`config.mk`:
```
export PLATFORM = sky130hd
export DESIGN_NAME = gray_rgb565_expand_ise
export DESIGN_NICKNAME = d
export VERILOG_FILES = /design/src/rtl/gray_rgb_pkg.sv /design/src/rtl/gray_rgb565_pixel.sv /design/src/rtl/gray_rgb565_expand_ise.sv
export SDC_FILE = /design/constraint.sdc
export NUM_CORES = 1
export LEC_CHECK = 0
export ABC_AREA = 1
export ABC_CLOCK_PERIOD_IN_PS = 3000
export BUFFER_PORTS_ARGS = -buffer_cell sky130_fd_sc_hd__buf_2
export CAP_MARGIN = 30
export CORE_MARGIN = 2
export CORE_UTILIZATION = 25
export DETAILED_ROUTE_END_ITERATION = 16
export SLEW_MARGIN = 20
export SYNTH_ARGS = -nofsm -noshare
export SYNTH_HDL_FRONTEND = slang
export SYNTH_SLANG_ARGS = --single-unit
```
`constraint.sdc`:
```
create_clock -name clock -period 3 [get_ports clock]
set_input_delay 0.75 -clock clock [delete_from_list [all_inputs] [get_ports clock]]
set_output_delay 0.75 -clock clock [all_outputs]
set_load 0.005 [all_outputs]
```
`src/rtl/gray_rgb_pkg.sv`:
```
// Shared definitions for the grayscale-to-RGB565 expand custom instruction:
// opcodes, FSM state type and RGB565 field widths.
package gray_rgb_pkg;

    localparam logic [7:0] ISE_ID_DEFAULT = 8'h0C;

    localparam logic [1:0] OP_LOAD  = 2'd0;
    localparam logic [1:0] OP_NEXT  = 2'd1;
    localparam logic [1:0] OP_CLEAR = 2'd2;

    localparam int RED_W   = 5;
    localparam int GREEN_W = 6;
    localparam int BLUE_W  = 5;
    localparam int PIXEL_W = RED_W + GREEN_W + BLUE_W;

    typedef enum logic [1:0] {
        ST_IDLE = 2'd0,
        ST_CALC = 2'd1,
        ST_DONE = 2'd2
    } state_t;

endpackage

```
`src/rtl/gray_rgb565_pixel.sv`:
```
// One gray byte plus a saturating brightness offset, replicated into the
// three RGB565 channels by keeping the top bits of the adjusted gray level.
module gray_rgb565_pixel
    import gray_rgb_pkg::*;
(
    input  logic [7:0]         gray,
    input  logic [7:0]         offset,
    output logic [PIXEL_W-1:0] pixel
);

    logic [8:0] sum;
    logic [7:0] level;
    logic       unused_low;

    assign sum   = {1'b0, gray} + {1'b0, offset};
    assign level = sum[8] ? 8'hFF : sum[7:0];
    assign pixel = {level[7 -: RED_W], level[7 -: GREEN_W], level[7 -: BLUE_W]};

    // The two lowest gray bits never reach any channel.
    assign unused_low = ^level[1:0];

endmodule

```
`src/rtl/gray_rgb565_expand_ise.sv`:
```
// Custom instruction: LOAD expands four gray bytes to RGB565, returning the
// low pair and buffering the high pair for a later NEXT; CLEAR drops it.
module gray_rgb565_expand_ise
    import gray_rgb_pkg::*;
#(
    parameter logic [7:0] customInstructionId = ISE_ID_DEFAULT
) (
    input  logic        clock,
    input  logic        reset,
    input  logic        start,
    input  logic [7:0]  iseId,
    input  logic [31:0] valueA,
    input  logic [31:0] valueB,
    output logic        done,
    output logic [31:0] result
);

    // Handshake: an instruction is taken when start is high with a matching
    // id in IDLE; done is a one-cycle pulse and result is zero outside it.
    state_t       state_q, state_d;
    logic         accept;
    logic [1:0]   op_q;
    logic [31:0]  data_q;
    logic [7:0]   offset_q;
    logic [31:0]  buffer_q;
    logic         pending_q;
    logic [31:0]  result_q;
    logic [PIXEL_W-1:0] pix [4];
    logic         unused_b;

    assign unused_b = ^{valueB[31:16], valueB[7:2]};
    assign accept   = start && (iseId == customInstructionId) && (state_q == ST_IDLE);

    for (genvar i = 0; i < 4; i++) begin : g_pix
        gray_rgb565_pixel u_pixel (
            .gray   (data_q[8*i +: 8]),
            .offset (offset_q),
            .pixel  (pix[i])
        );
    end

    always_comb begin
        state_d = state_q;
        case (state_q)
            ST_IDLE: if (accept) state_d = ST_CALC;
            ST_CALC: state_d = ST_DONE;
            ST_DONE: state_d = ST_IDLE;
            default: state_d = ST_IDLE;
        endcase
    end

    always_ff @(posedge clock or posedge reset) begin
        if (reset) begin
            state_q   <= ST_IDLE;
            op_q      <= 2'd0;
            data_q    <= 32'd0;
            offset_q  <= 8'd0;
            buffer_q  <= 32'd0;
            pending_q <= 1'b0;
            result_q  <= 32'd0;
        end else begin
            state_q <= state_d;
            if (accept) begin
                op_q     <= valueB[1:0];
                data_q   <= valueA;
                offset_q <= valueB[15:8];
            end
            if (state_q == ST_CALC) begin
                case (op_q)
                    OP_LOAD: begin
                        result_q  <= {pix[1], pix[0]};
                        buffer_q  <= {pix[3], pix[2]};
                        pending_q <= 1'b1;
                    end
                    OP_NEXT: begin
                        result_q  <= pending_q ? buffer_q : 32'd0;
                        pending_q <= 1'b0;
                    end
                    default: begin
                        // CLEAR and the reserved opcode both discard the buffer.
                        result_q  <= 32'd0;
                        buffer_q  <= 32'd0;
                        pending_q <= 1'b0;
                    end
                endcase
            end else if (state_q == ST_DONE) begin
                result_q <= 32'd0;
            end
        end
    end

    assign done   = (state_q == ST_DONE);
    assign result = done ? result_q : 32'd0;

endmodule

```
# Word level (Yosys, flattened, before mapping)
# Cells that the tools add are included.
# op_classes
muxes	13
bitwise_logic	1
n_addsub	4
n_eq_ne	5
n_reduce_logical	6
# ops
operator	count
$mux W32	4
$pmux W32 S2	2
$add A8 B8 Y9	4
$mux W8	4
$eq A8 B4 Y1 const B	1
$eq A2 B1 Y1 const B	2
$logic_not A2 Y1	2
$pmux W2 S2	1
$eq A2 B2 Y1 const B	1
$logic_and A1 B1 Y1	2
$mux W2	1
$ne A2 B2 Y1 const B	1
$reduce_and A2 Y1	1
$reduce_bool A2 Y1	1
$mux W1	1
$not A1 Y1	1
# totals
out_inout_bits	33
ff_bits	109
input_bits	75

# Logic depth before layout (Yosys ltp)
# logic_depth
word_depth	5
depth_mapped	13
ltp_nobuf	13

# By module
# A second synthesis with hierarchy kept.
# hier_totals
hier_cells	1025
hier_area_um2	7257.0
# modules_own_cells
module	instances	seq_area_each_um2	cells_per_inst	area_each_um2
gray_rgb565_expand_ise	1	2727.6	673	5210.0
gray_rgb565_pixel	4	0.0	88	511.7

# Worst setup path before layout
# Ideal clock, no wire load.
# synth_path
path_type	input port to flip-flop
start	in iseId[5]
end	reg offset_q[0]
arrival_ns	1.866
cell_stages	6
setup_ns	0.117
slack_ns	1.017
cell_sequence	or2_2 -> nor4_4 -> nand2_1 -> buf_2 -> nand2_1 -> nand2_1
# synth_between
elab_chain_cells	3
# synth_rtl
element	line_no	rtl
start: declaration	gray_rgb565_expand_ise.sv:11	input logic [7:0] iseId,
$eq A8 B4 Y1	gray_rgb565_expand_ise.sv:32	assign accept = start && (iseId == customInstructionId) && (state_q == ST_IDLE);
$logic_and A1 B1 Y1 (2 in series)	gray_rgb565_expand_ise.sv:32	
end signal: assignment	gray_rgb565_expand_ise.sv:66	offset_q <= valueB[15:8];
end: declaration	gray_rgb565_expand_ise.sv:24	logic [7:0] offset_q;
# Every way passes these cells.
# A chain may end at the register's enable or synchronous reset.

# Worst setup path after layout
# layout_path
start	reg state_q[0]
end	out result[24]
# layout_between
elab_chain_cells	2
# layout_rtl
element	line_no	rtl
start: declaration	gray_rgb565_expand_ise.sv:20	state_t state_q, state_d;
start signal: assignment	gray_rgb565_expand_ise.sv:62	state_q <= state_d;
$eq A2 B2 Y1	gray_rgb565_expand_ise.sv:92	assign done = (state_q == ST_DONE);
$mux W32	gray_rgb565_expand_ise.sv:93	assign result = done ? result_q : 32'd0;
end: declaration	gray_rgb565_expand_ise.sv:15	output logic [31:0] result
# Every way passes these cells.

==> impl_results.md <==
* Synth Area in Compound Gates at 0.0574
* Seq pwr share at 0.426
* GRT Residual Overflow at 0
* Area share of fa/ha/maj cells after synthesis at 0.0840
* Setup CP Type: reg -> out
* Switching pwr at 0.000723 W
* Placed inst area at 0.00517 mm²
* # rows at 49
* Final-stage net count at 849
* Clock power share at 0.402
* Fmax at 426 MHz
* RSZ-0062 raised after global routing: false
* Worst EP required at 2.25 ns
* Simple-gate share of the synthesized area at 0.345
* Synth area leaders: dfrtp_1, nand2_1, ha_1, nand3_1, inv_1
* H-tree depth at 3
* Post-synth cell types at 22
* Hold buffers post-CTS at 0
* Via count at 4228
* WL/cell at 11.6 µm
* Yosys warnings at 0
* Top cell type's share of synthesized area at 0.374
* Share of cells above drive strength 1 at 0.144
* Synth Register Bits at 69
* Synth area leader: dfrtp_1
* Clock Sink Count at 69
* Setup TNS at 0 ns
* Worst-skew pair later-pin latency at 0.34 ns
* Worst clock skew at 0.00545 ns
* Comb power frac at 0.171
* Number of port buffers at 85
* VDD IR max at 0.000278 V
* EDFF count, synth at 0
* CTS root buffer: clkbuf_16
* Cells after Synth at 678
* Die Wd at 140 µm
* Crit share post-route at 0.782
* First-pass GRT wire length at 18600 µm
* R2R depth at 11
* Most frequent cell after synthesis: nand2_1
* # DRC at 0
* Slew @ Worst Pin at 0.655 ns
* GRT Overall Usage at 0.120
* Finish-stage setup viols at 0
* Post-synth top cells: nand2_1, inv_1, dfrtp_1
* Pleak at 3.40 nW
* Slew Limit Fails at 0
* Power density over cell area at 459 mW/mm²
* CTS tree: built
* Design area at 0.00544 mm²
* Post-Synth XOR/XNOR Area at 0.0209
* Synthesis-to-finish area growth at 17.7%
* Largest family of logic cells by synthesized area: simple AND/OR/NAND/NOR gates
* P_int at 0.00177 W
* Post-synth ARST share at 1.00
* Synth Flop Type: dfrtp_1
* Final Hold Viols at 0
* Resized Gates After CTS at 0
* Clk slew on worst S/H paths at 0.05 ns
* Syn_area_per_cell at 6.81 µm²
* Multiplexer share of the synthesized area at 0
* Die area at 0.0196 mm²
* Dpl hpwl at 8580 µm
* TritonCTS buffer count at 9
* HP Class: in -> async
* Critical Path Fanout Max at 13
* Initial DRT Pass Iterations at 5
* Global placement routability congestion at 0.881
* Deepest clock path buffer count at 2
* Final min period at 2.34 ns
* Diodes inserted at 0
* CP startpoint kind: flip-flop
* Routed WL at 11300 µm
* Largest net degree at the start of global routing at 70
* MaxCap Viol Count at 0
* DRT antenna net count at 0
* Vias per cell at 4.34
* Initial antenna violation count at 0
* Data arrival time of the worst path at 1.59 ns
* Ports at 108
* Status: completed
* Iter 0 DRT Violations at 263
* CP endpoint kind: primary output
* Initial Util at 0.256
* Slew headroom at 0.562
* Syn Nets at 784
* Synth Cell Area at 0.00462 mm²
* Sw Ratio at 0.290
* Chip Height at 140 µm
* Vias in the first global route at 3878
* Core area at 0.0180 mm²
* Register area share after synthesis at 0.374
* Setup Buffers After CTS at 0
## logic make-up (layout without fill, tap and decap cells)
logic type	after synthesis	after routing
AO/OA/AOI/OAI	51	51
XOR/XNOR	11	11
adder cells (fa/ha/maj)	31	31
buffers and inverters	124	191
flip-flops	69	69
AND/OR/NAND/NOR	392	392
## sequential cells by signal (all words and copies together), names as in the netlist
name	cells
data_q	32
buffer_q	12
result_q	12
offset_q	8
op_q	2
state_q	2
pending_q	1
## critical path, stage by stage (launching register included)
cell	delay, ns
dfrtp_1	0.40
inv_1	0.09
ha_1	0.44
nand2_1	0.11
inv_1	0.10
buf_2	0.11
## power groups by stage
stage | Combinational (W) | Clock (W) | Sequential, W
after floorplan | 0.000307 | 0 | 0.00106
after global placement | 0.000418 | 0 | 0.00108
after detailed placement | 0.000425 | 0 | 0.00108
after CTS | 0.000429 | 0.00104 | 0.00106
after global routing | 0.000492 | 0.00107 | 0.00107
final | 0.000428 | 0.00100 | 0.00106
## path summary, 6_finish.rpt
| check | start | slack (ns) | end |
|---|---|---|---|
| worst min-delay path | reset | 0.46 | op_q[1]$_DFFE_PP0P_ |
| max in group asynchronous | reset | 2.18 | result_q[26]$_DFFE_PP0P_ |
| worst max register to register | offset_q[4]$_DFFE_PP0P_ | 0.88 | result_q[14]$_DFFE_PP0P_ |
| worst max-delay path | state_q[0]$_DFFE_PP0P_ | 0.66 | result[24] |
| min in group clock | result_q[14]$_DFFE_PP0P_ | 0.48 | result_q[14]$_DFFE_PP0P_ |
| worst min register to register | result_q[14]$_DFFE_PP0P_ | 0.48 | result_q[14]$_DFFE_PP0P_ |
## metal layers
metal  vias up  share of wire  wire length, µm  track usage
met1      1877           0.50             5670        0.163
met3        12          0.052              593       0.0253
met4         0          0.015              165       0.0395
met5         -              0                0            0
met2       113           0.43             4920        0.190
li1       2226              -                -            -
## stage by stage
| stage | hold slack, ns | total power (W) | instances | util | worst slack, ns |
|---|---|---|---|---|---|
| 2_1_floorplan | 0.443 | 0.00136 | 678 | - | 0.510 |
| 3_3_place_gp | 0.464 | 0.00150 | 961 | 0.287 | 0.666 |
| 3_5_place_dp | 0.466 | 0.00150 | 961 | 0.287 | 0.643 |
| 4_1_cts | 0.481 | 0.00253 | 974 | 0.302 | 0.634 |
| 5_1_grt | 0.497 | 0.00263 | 974 | 0.302 | 0.506 |
| 6_report | 0.458 | 0.00249 | 974 | 0.302 | 0.655 |
## layout make-up
type | instances | area, µm²
fill | 2019 | 12600
multi-input combinational | 485 | 2340
sequential | 69 | 1730
timing repair buffer | 92 | 490
inverter | 86 | 323
tap | 229 | 287
clock buffer | 10 | 229
clock inverter | 3 | 40.0
## layout by cell type, fill, tap and decap left out, types with 2 or more instances in the layout
| master | instances |
|---|---|
| nand3_1 | 67 |
| clkinv_2 | 2 |
| xnor2_1 | 2 |
| a21boi_0 | 2 |
| ha_1 | 31 |
| xor2_1 | 9 |
| o21ai_0 | 30 |
| dfrtp_1 | 69 |
| nand4_1 | 4 |
| clkbuf_16 | 9 |
| nor3_1 | 3 |
| buf_2 | 85 |
| nor2_1 | 25 |
| a21oi_1 | 17 |
| nand2_1 | 290 |
| inv_1 | 85 |
| buf_4 | 6 |
No activity file was read; power rests on OpenSTA's default activity.
